`config.mk`:
```
export PLATFORM = sky130hd
export DESIGN_NAME = seg7_scan_capture
export DESIGN_NICKNAME = d
export VERILOG_FILES = /design/src/rtl/seg7_pkg.sv /design/src/rtl/seg7_to_hex.sv /design/src/rtl/seg7_scan_capture.sv
export SDC_FILE = /design/constraint.sdc
export NUM_CORES = 1
export LEC_CHECK = 0
export CORE_UTILIZATION = 35
export DETAILED_ROUTE_END_ITERATION = 10
export GPL_ROUTABILITY_DRIVEN = 0
export PLACE_DENSITY = 0.66
export SETUP_SLACK_MARGIN = 0.1
export SLEW_MARGIN = 10
export SYNTH_ARGS = -nofsm -noshare
export SYNTH_HDL_FRONTEND = slang
export SYNTH_SLANG_ARGS = --single-unit
```
`constraint.sdc`:
```
create_clock -name clk -period 4.7 [get_ports clk]
set_input_delay 0.94 -clock clk [delete_from_list [all_inputs] [get_ports clk]]
set_output_delay 0.94 -clock clk [all_outputs]
set_load 0.02 [all_outputs]
```
`src/rtl/seg7_pkg.sv`:
```
// Shared definitions for the 7-segment scan capture block.
// Holds the common-anode segment patterns (active-low, bit0=a .. bit6=g),
// the capture FSM state codes and a hex-to-segment encoder built from the
// same patterns, so the encode and decode directions share one table.
package seg7_pkg;

  localparam logic [6:0] Seg0 = 7'b1000000;
  localparam logic [6:0] Seg1 = 7'b1111001;
  localparam logic [6:0] Seg2 = 7'b0100100;
  localparam logic [6:0] Seg3 = 7'b0110000;
  localparam logic [6:0] Seg4 = 7'b0011001;
  localparam logic [6:0] Seg5 = 7'b0010010;
  localparam logic [6:0] Seg6 = 7'b0000010;
  localparam logic [6:0] Seg7 = 7'b1111000;
  localparam logic [6:0] Seg8 = 7'b0000000;
  localparam logic [6:0] Seg9 = 7'b0010000;
  localparam logic [6:0] SegA = 7'b0001000;
  localparam logic [6:0] SegB = 7'b0000011;
  localparam logic [6:0] SegC = 7'b1000110;
  localparam logic [6:0] SegD = 7'b0100001;
  localparam logic [6:0] SegE = 7'b0000110;
  localparam logic [6:0] SegF = 7'b0001110;

  // Capture FSM state codes
  localparam logic [1:0] StIdle  = 2'd0;
  localparam logic [1:0] StTrack = 2'd1;
  localparam logic [1:0] StHeld  = 2'd2;

  function automatic logic [6:0] hex_to_seg(input logic [3:0] value);
    logic [6:0] seg;
    case (value)
      4'h0:    seg = Seg0;
      4'h1:    seg = Seg1;
      4'h2:    seg = Seg2;
      4'h3:    seg = Seg3;
      4'h4:    seg = Seg4;
      4'h5:    seg = Seg5;
      4'h6:    seg = Seg6;
      4'h7:    seg = Seg7;
      4'h8:    seg = Seg8;
      4'h9:    seg = Seg9;
      4'hA:    seg = SegA;
      4'hB:    seg = SegB;
      4'hC:    seg = SegC;
      4'hD:    seg = SegD;
      4'hE:    seg = SegE;
      default: seg = SegF;
    endcase
    return seg;
  endfunction

endpackage

```
`src/rtl/seg7_to_hex.sv`:
```
// Combinational inverse of the common-anode segment table.
// Ports:
//   seg_n  in   7  active-low segment pattern (bit0=a .. bit6=g)
//   value  out  4  recovered hex digit (0 when the pattern is illegal)
//   legal  out  1  pattern matches one of the 16 table entries
module seg7_to_hex
  import seg7_pkg::*;
(
  input  logic [6:0] seg_n,
  output logic [3:0] value,
  output logic       legal
);

  // Table entries are unique, so at most one iteration matches.
  always_comb begin
    value = 4'h0;
    legal = 1'b0;
    for (int i = 0; i < 16; i++) begin
      if (seg_n == hex_to_seg(4'(i))) begin
        value = 4'(i);
        legal = 1'b1;
      end
    end
  end

endmodule

```
`src/rtl/seg7_scan_capture.sv`:
```
// Recovers the hex digits shown on a multiplexed common-anode 7-segment
// display by snooping its segment and digit-select lines.
// A digit is captured once the same (segment, select) sample has been seen
// for STABLE_CYCLES consecutive synchronized cycles; it is not re-captured
// until the sample changes.
// Ports:
//   clk          in   1         rising-edge clock
//   rst_n        in   1         asynchronous active-low reset
//   seg_n        in   7         segment lines, active-low, bit0=a .. bit6=g
//   dig_sel_n    in   DIGITS    digit anode enables, active-low
//   hex_out      out  4*DIGITS  captured hex value, nibble i = digit i
//   digit_valid  out  DIGITS    digit i holds a legal captured value
//   digit_err    out  DIGITS    last capture on digit i was illegal
//   update       out  1         one-cycle pulse per capture
//   update_idx   out  IdxW      digit captured, valid while update=1
module seg7_scan_capture
  import seg7_pkg::*;
#(
  parameter int unsigned DIGITS        = 4,
  parameter int unsigned STABLE_CYCLES = 4,
  localparam int unsigned IdxW = (DIGITS > 1) ? $clog2(DIGITS) : 1,
  localparam int unsigned CntW = $clog2(STABLE_CYCLES + 1)
) (
  input  logic                  clk,
  input  logic                  rst_n,
  input  logic [6:0]            seg_n,
  input  logic [DIGITS-1:0]     dig_sel_n,
  output logic [4*DIGITS-1:0]   hex_out,
  output logic [DIGITS-1:0]     digit_valid,
  output logic [DIGITS-1:0]     digit_err,
  output logic                  update,
  output logic [IdxW-1:0]       update_idx
);

  localparam logic [CntW-1:0] Thresh = CntW'(STABLE_CYCLES);
  localparam logic [CntW-1:0] CntOne = CntW'(1);

  // Two-flop synchronizers; all-ones means nothing lit.
  logic [6:0]        seg_s1_q, seg_s2_q;
  logic [DIGITS-1:0] sel_s1_q, sel_s2_q;

  // Previous synchronized sample, for stability comparison
  logic [6:0]        prev_seg_q;
  logic [DIGITS-1:0] prev_sel_q;

  logic [1:0]      state_q, state_d;
  logic [CntW-1:0] cnt_q, cnt_d;
  logic            capture;

  logic [4*DIGITS-1:0] hex_q, hex_d;
  logic [DIGITS-1:0]   valid_q, valid_d;
  logic [DIGITS-1:0]   err_q, err_d;
  logic                update_q;
  logic [IdxW-1:0]     update_idx_q, update_idx_d;

  logic            selected;
  logic            same;
  logic [IdxW-1:0] sel_idx;
  logic [3:0]      dec_value;
  logic            dec_legal;

  always_ff @(posedge clk or negedge rst_n) begin
    if (!rst_n) begin
      seg_s1_q   <= '1;
      seg_s2_q   <= '1;
      sel_s1_q   <= '1;
      sel_s2_q   <= '1;
      prev_seg_q <= '1;
      prev_sel_q <= '1;
    end else begin
      seg_s1_q   <= seg_n;
      seg_s2_q   <= seg_s1_q;
      sel_s1_q   <= dig_sel_n;
      sel_s2_q   <= sel_s1_q;
      prev_seg_q <= seg_s2_q;
      prev_sel_q <= sel_s2_q;
    end
  end

  always_comb begin
    selected = $onehot(~sel_s2_q);
    same     = (seg_s2_q == prev_seg_q) && (sel_s2_q == prev_sel_q);
    sel_idx  = '0;
    for (int i = 0; i < int'(DIGITS); i++) begin
      if (!sel_s2_q[i]) sel_idx = IdxW'(i);
    end
  end

  seg7_to_hex u_seg7_to_hex (
    .seg_n (seg_s2_q),
    .value (dec_value),
    .legal (dec_legal)
  );

  // In TRACK the counter is always below Thresh, so the increment never wraps.
  always_comb begin
    state_d = state_q;
    cnt_d   = cnt_q;
    capture = 1'b0;
    case (state_q)
      StIdle: begin
        if (selected) begin
          state_d = StTrack;
          cnt_d   = CntOne;
        end
      end
      StTrack: begin
        if (!selected) begin
          state_d = StIdle;
          cnt_d   = '0;
        end else if (same) begin
          cnt_d = cnt_q + CntOne;
          if (cnt_d == Thresh) begin
            capture = 1'b1;
            state_d = StHeld;
          end
        end else begin
          cnt_d = CntOne;
        end
      end
      StHeld: begin
        if (!selected) begin
          state_d = StIdle;
          cnt_d   = '0;
        end else if (!same) begin
          state_d = StTrack;
          cnt_d   = CntOne;
        end
      end
      default: begin
        state_d = StIdle;
        cnt_d   = '0;
      end
    endcase
  end

  always_ff @(posedge clk or negedge rst_n) begin
    if (!rst_n) begin
      state_q <= StIdle;
      cnt_q   <= '0;
    end else begin
      state_q <= state_d;
      cnt_q   <= cnt_d;
    end
  end

  // Capture only happens on a selected sample, so exactly one select bit is low.
  always_comb begin
    hex_d        = hex_q;
    valid_d      = valid_q;
    err_d        = err_q;
    update_idx_d = capture ? sel_idx : update_idx_q;
    for (int i = 0; i < int'(DIGITS); i++) begin
      if (capture && !sel_s2_q[i]) begin
        if (dec_legal) begin
          hex_d[4*i +: 4] = dec_value;
          valid_d[i]      = 1'b1;
          err_d[i]        = 1'b0;
        end else begin
          valid_d[i] = 1'b0;
          err_d[i]   = 1'b1;
        end
      end
    end
  end

  always_ff @(posedge clk or negedge rst_n) begin
    if (!rst_n) begin
      hex_q        <= '0;
      valid_q      <= '0;
      err_q        <= '0;
      update_q     <= 1'b0;
      update_idx_q <= '0;
    end else begin
      hex_q        <= hex_d;
      valid_q      <= valid_d;
      err_q        <= err_d;
      update_q     <= capture;
      update_idx_q <= update_idx_d;
    end
  end

  assign hex_out     = hex_q;
  assign digit_valid = valid_q;
  assign digit_err   = err_q;
  assign update      = update_q;
  assign update_idx  = update_idx_q;

endmodule

```
==> results.sh, run 1 <==
export IMPL_start_util=0.366
export IMPL_grtUsageMet2=0.210
export IMPL_path_class="reg -> reg"
export IMPL_fin_ws_ns=1.09
export IMPL_finalInstanceArea_sq_um=3580
export IMPL_r2r_cells=9
export IMPL_path_clk_slew_ns=0.07
export IMPL_grtUsageTotal=0.144
export IMPL_ys_ff_latch=65
export IMPL_placed_area_sq_um=3330
export IMPL_ios=40
export IMPL_synthArstFlopShare=1.00
export IMPL_grtUsageMet3=0.0452
export IMPL_drtIter0Drc=117
export IMPL_peakVddDrop_uv=216
export IMPL_wl_per_cell_microns=15.0
export IMPL_grt_busiest_layer="met2"
export IMPL_seq_area_frac_synth=0.580
export IMPL_fp_dieH_microns=92.6
export IMPL_fill_cells=729
export IMPL_synth_nets=242
export IMPL_clock_sinks=65
export IMPL_p_total_uw=1280
export IMPL_synthDominantCellAreaShare=0.302
export IMPL_final_antenna_net_count=0
export IMPL_path_common_cell="ha_1"
export IMPL_preCtsSetupSlack_ns=1.13
export IMPL_seq_area_sq_um=1670
export IMPL_finalHoldViolCount=0
export IMPL_routed_wl_microns=5570
export IMPL_finalMaxSlewViolations=0
export IMPL_drc=0
export IMPL_holdCritStartpoint="seg_s1_q[6]"
export IMPL_drive_gt1_frac=0.249
export IMPL_setup_viol_count_final=0
export IMPL_cts_buffers=9
export IMPL_yosys_area_top_type="dfstp_2"
export IMPL_cts_root_buffer="clkbuf_8"
export IMPL_dp_cells=355
export IMPL_die_area_sq_um=8580
export IMPL_cts_resized=0
export IMPL_hold_depth=0
export IMPL_grt_max_degree=42
export IMPL_finClkSkew_ns=0.0127
export IMPL_cts_buffer_depth=2
export IMPL_fin_crit_ns=3.61
export IMPL_p_leak_uw=0.00148
export IMPL_via_count=1915
export IMPL_grt_pass1_vias=1899
export IMPL_crit_slowest_cell="dfstp_2"
export IMPL_grt_util_met1=0.198
export IMPL_htree_levels=3
export IMPL_nets=282
export IMPL_yosys_most_used_dff="dfstp_2"
export IMPL_drv_cap=0
export IMPL_reg2reg_to="digit_err[3]"
export IMPL_multi_input_area_sq_um=1080
export IMPL_ys_types=57
export IMPL_slew_headroom=0.407
export IMPL_synth_area_top_cells="dfstp_2, dfrtp_1, xnor2_1"
export IMPL_viasPerCell=5.16
export IMPL_yosysWarningCount=0
export IMPL_period_share=0.768
export IMPL_setup_tns_ns=0
export IMPL_worst_pin_slew_ns=0.883
export IMPL_syn_to_final_growth_pct=24.5
export IMPL_grt_pass1_wl_microns=9470
export IMPL_dp_hpwl_microns=3710
export IMPL_outcome="complete, no violations"
export IMPL_firstDrtPassIters=4
export IMPL_hold_class="reg -> reg"
export IMPL_worstHoldEndpoint="seg_s2_q[6]"
export IMPL_placementRows=32
export IMPL_die_w_microns=92.6
export IMPL_startpoint_type="register"
export IMPL_worstPathRequired_ns=4.94
export IMPL_worstPathCellList="fa_1 -> inv_1 -> ha_1 -> ha_1 -> or3b_1 -> nor2_4 -> or4b_4 -> nor2_1 -> mux2_2"
export IMPL_post_cts_repair_setup_buffers=0
export IMPL_antenna_found_initial=0
export IMPL_r2r_start="sel_s2_q[3]"
export IMPL_cts_tree="done"
export IMPL_postSynthAreaPerCell_sq_um=12.8
export IMPL_worst_endpoint_arrival_ns=3.85
export IMPL_synth_edff_count=0
export IMPL_diodes=0
export IMPL_worst_path_max_fanout=20
export IMPL_rsz0062_at_grt="false"
export IMPL_layout_cells_non_filler=371
export IMPL_synthesis_area_sq_um=2870
export IMPL_ctsHoldBuffers=0
export IMPL_reg2reg_slack_ns=1.09
export IMPL_fmax_mhz=277
export IMPL_fp_coreArea_sq_um=7850
export IMPL_clk_latency_ns=0.35
export IMPL_power_density_nw_per_um2=357
export IMPL_place_port_buffers=39
export IMPL_grt_overflow_total=0
export IMPL_cpPeakStageDelay_ns=0.66
export IMPL_endpoint_kind="register"
export IMPL_netlist_instances=224
## cell type report
cell class / instances / area share
timing repair buffer: 42 / 0.114
multi-input combinational: 132 / 0.302
sequential: 65 / 0.466
inverter: 14 / 0.0147
clock buffer: 9 / 0.0346
clock inverter: 7 / 0.0332
tap: 102 / 0.0357
## state kept, by name, indices dropped and copies added, names as in the netlist
register	count
cnt_q	3
digit_err	4
digit_valid	4
hex_out	16
prev_seg_q	7
prev_sel_q	4
seg_s1_q	7
seg_s2_q	7
sel_s1_q	4
sel_s2_q	4
state_q	2
update	1
update_idx	2
## synthesized netlist by cell type, types with 3 or more instances
| cell type | number |
|---|---|
| xnor2_1 | 13 |
| dfstp_2 | 33 |
| nor3b_1 | 4 |
| a2bb2oi_1 | 9 |
| dfrtp_1 | 32 |
| nand3_1 | 4 |
| mux2_2 | 5 |
| and3_1 | 5 |
| buf_2 | 9 |
| a21oi_1 | 4 |
| and3b_1 | 3 |
| o21ai_0 | 4 |
| o22a_1 | 3 |
| nor3_1 | 3 |
| nand4_1 | 3 |
| o22ai_1 | 3 |
| ha_1 | 4 |
| nand2_1 | 5 |
| a21o_1 | 5 |
| nor2_1 | 8 |
| a311oi_4 | 3 |
| a211oi_1 | 5 |
| inv_1 | 14 |
## power by group
| group | switching [uW] | internal, uW |
|---|---|---|
| logic | 43.4 | 37.4 |
| registers | 27.3 | 591 |
| clock network | 226 | 352 |
## stage by stage
step / util / hold slack [ns]
after CTS: 0.456 / 0.358
final: 0.456 / 0.356
after global placement: 0.425 / 0.346
after global routing: 0.456 / 0.359
after detailed placement: 0.425 / 0.347
after floorplan: - / 0.345
## cell usage in the layout, fill, tap and decap left out, drive strengths merged, types with 9 or more instances in the layout
master / synthesis / layout
a2bb2oi: 9 / 9
clkdlybuf4s50: 0 / 38
nor2: 10 / 10
inv: 14 / 14
xnor2: 13 / 13
dfstp: 33 / 33
dfrtp: 32 / 32
clkbuf: 2 / 9
## worst max-delay path: cells and delay by family, from the launching register on
| kind | cells | cell delay (ns) |
|---|---|---|
| fa+ha+maj | 3 | 0.82 |
| buf+inv | 1 | 0.07 |
| flops | 1 | 0.66 |
| mux | 1 | 0.36 |
| simple gates | 4 | 1.58 |
## layer usage
| layer | vias up | wire (microns) |
|---|---|---|
| met5 | - | 0 |
| met3 | 11 | 308 |
| met2 | 54 | 2520 |
| li1 | 902 | - |
| met1 | 948 | 2640 |
| met4 | 0 | 106 |
## how the worst max path moves through the flow
stage / endpoint / slack [ns] / startpoint
finish: digit_err[3] / 1.09 / sel_s2_q[3]
detailed placement: digit_err[1] / 1.13 / sel_s2_q[3]
global route: digit_err[3] / 0.94 / sel_s2_q[3]
global placement: digit_err[3] / 1.21 / sel_s2_q[3]
floorplan: digit_err[2] / 1.41 / sel_s2_q[3]
CTS: digit_err[1] / 1.11 / sel_s2_q[3]
## cells by family after synthesis
kind of cell,share of synthesized area
buf+inv,0.0444
compound gates,0.165
xor+xnor,0.0457
simple gates,0.117
flops,0.580
mux,0.0231
fa+ha+maj,0.0244
Note: power is estimated with default switching activity, not from simulation.
==> run 2, diff against run 1 <==
PLACE_DENSITY = 0.68   (was 0.66)
clock period = 3.1 ns   (was 4.7 ns; I/O delays follow)
==> run 2 against run 1 <==
- the flow now finishes with violations (negative setup slack)
- flip-flop and latch count is the same
- first-iteration DRC count fell by 1.7%
- clock power is 35% higher
- largest cell class unchanged
==> results.sh, run 2 (synthesis results as in run 1) <==
export IMPL_grtUsageMet2=0.231
export IMPL_drc=0
export IMPL_ios=40
export IMPL_drv_cap=0
export IMPL_diodes=0
export IMPL_grtUsageMet3=0.0468
export IMPL_setup_viol_count_final=4
export IMPL_slew_headroom=0.514
export IMPL_violations="negative setup slack"
export IMPL_worst_endpoint_arrival_ns=3.40
export IMPL_finalHoldViolCount=0
export IMPL_fin_crit_ns=3.12
export IMPL_rsz0062_at_grt="true"
export IMPL_fin_ws_ns=-0.0154
export IMPL_grtUsageTotal=0.154
export IMPL_drive_gt1_frac=0.346
export IMPL_syn_to_final_growth_pct=32.7
export IMPL_seq_area_sq_um=1670
export IMPL_startpoint_type="register"
export IMPL_hold_class="in -> async"
export IMPL_via_count=2040
export IMPL_worst_pin_slew_ns=0.729
export IMPL_period_share=1.00
export IMPL_preCtsSetupSlack_ns=-0.124
export IMPL_grt_pass1_vias=2027
export IMPL_largest_reg_flops=16
export IMPL_start_util=0.366
export IMPL_cts_buffer_depth=2
export IMPL_drtIter0Drc=115
export IMPL_endpoint_kind="register"
export IMPL_worstPathRequired_ns=3.38
export IMPL_fill_cells=719
export IMPL_grt_max_degree=35
export IMPL_fp_coreArea_sq_um=7850
export IMPL_nets=299
export IMPL_clk_latency_ns=0.35
export IMPL_path_class="reg -> reg"
export IMPL_grt_overflow_total=0
export IMPL_reg2reg_to="hex_out[10]"
export IMPL_antenna_found_initial=0
export IMPL_cts_tree="done"
export IMPL_finalMaxSlewViolations=0
export IMPL_utilization=0.486
export IMPL_p_total_uw=1860
export IMPL_place_port_buffers=39
export IMPL_wl_per_cell_microns=15.2
export IMPL_die_area_sq_um=8580
export IMPL_grt_busiest_layer="met2"
export IMPL_grt_util_met1=0.203
export IMPL_placed_area_sq_um=3450
export IMPL_firstDrtPassIters=4
export IMPL_fp_dieH_microns=92.6
export IMPL_dp_hpwl_microns=3870
export IMPL_multi_input_area_sq_um=1200
export IMPL_grt_pass1_wl_microns=9940
export IMPL_die_w_microns=92.6
export IMPL_r2r_start="sel_s2_q[3]"
export IMPL_fmax_mhz=321
export IMPL_path_clk_slew_ns=0.07
export IMPL_finalInstanceArea_sq_um=3810
export IMPL_p_leak_uw=0.00159
export IMPL_layout_commonest_cell="clkdlybuf4s50_1"
export IMPL_viasPerCell=5.26
export IMPL_setup_tns_ns=-0.0480
export IMPL_cts_root_buffer="clkbuf_8"
export IMPL_final_cell_mix="clkdlybuf4s50_1, dfstp_2, dfrtp_1"
export IMPL_outcome="complete, but fails checks"
export IMPL_peakVddDrop_uv=306
export IMPL_r2r_cells=9
export IMPL_placementRows=32
export IMPL_ctsHoldBuffers=0
export IMPL_power_density_nw_per_um2=489
export IMPL_reg2reg_slack_ns=-0.02
export IMPL_cts_buffers=9
export IMPL_routed_wl_microns=5890
export IMPL_clock_sinks=65
export IMPL_worst_path_max_fanout=5
export IMPL_htree_levels=3
export IMPL_finClkSkew_ns=0.0106
export IMPL_final_antenna_net_count=0
## run 2: cell types whose count changed in the layout (fill, tap and decap cells not counted), moves of 3 or more
cell       delta
buf_4        +10
a211oi_1      -4
a211oi_2      +4
a2bb2oi_1     -4
a2bb2oi_2     +4
buf_6         +4
mux2_2        -3
mux2_4        +3
nor2_1        -3
## run 2: area by class of cell
class                   instances  share of cell area
inverters                      14              0.0138
clock buffers                   9              0.0325
repair buffers                 57               0.144
well taps                     102              0.0335
flip-flops and latches         65               0.437
clock inverters                 7              0.0240
multi-input cells             134               0.315
## run 2: what timing repair did
item | in CTS | in global routing
buffers inserted | 1 | 3
pin swaps | 2 | 8
endpoints found under the setup margin | 26 | 25
resized for setup | 9 | 11
cloned | 2 | 0
## run 2: power by group
part / total, uW / switching, uW / internal (uW)
registers: 930 / 33.6 / 896
logic: 155 / 82.8 / 71.8
clock network: 780 / 327 / 453
## run 2: worst max-delay path: stages (launching register included)
cell      delay, ns
dfstp_2        0.54
fa_1           0.41
inv_1          0.07
ha_2           0.18
ha_4           0.20
or3b_4         0.39
nor2_4         0.13
or4b_4         0.56
a311oi_4       0.40
o22a_1         0.17
## run 2: worst max path at each step
stage,startpoint,endpoint,cells after the start
after floorplan,sel_s2_q[3],digit_err[3],11
after global placement,sel_s2_q[0],digit_err[1],9
after detailed placement,sel_s2_q[0],digit_err[1],9
after CTS,sel_s2_q[3],hex_out[2],9
after global routing,sel_s2_q[3],hex_out[9],9
final,sel_s2_q[3],hex_out[10],9
## run 2: metrics by stage
step                cells  hold WS, ns
global route          388        0.347
floorplan             224        0.324
finish                388        0.304
global placement      366        0.346
detailed placement    366        0.347
CTS                   385        0.312
## run 2: metal layers
layer,vias to the layer above,share of wire,routed length [microns]
li1,945,-,-
met2,61,0.46,2730
met4,0,0.026,155
met1,1017,0.46,2700
met5,-,0,0
met3,17,0.052,305
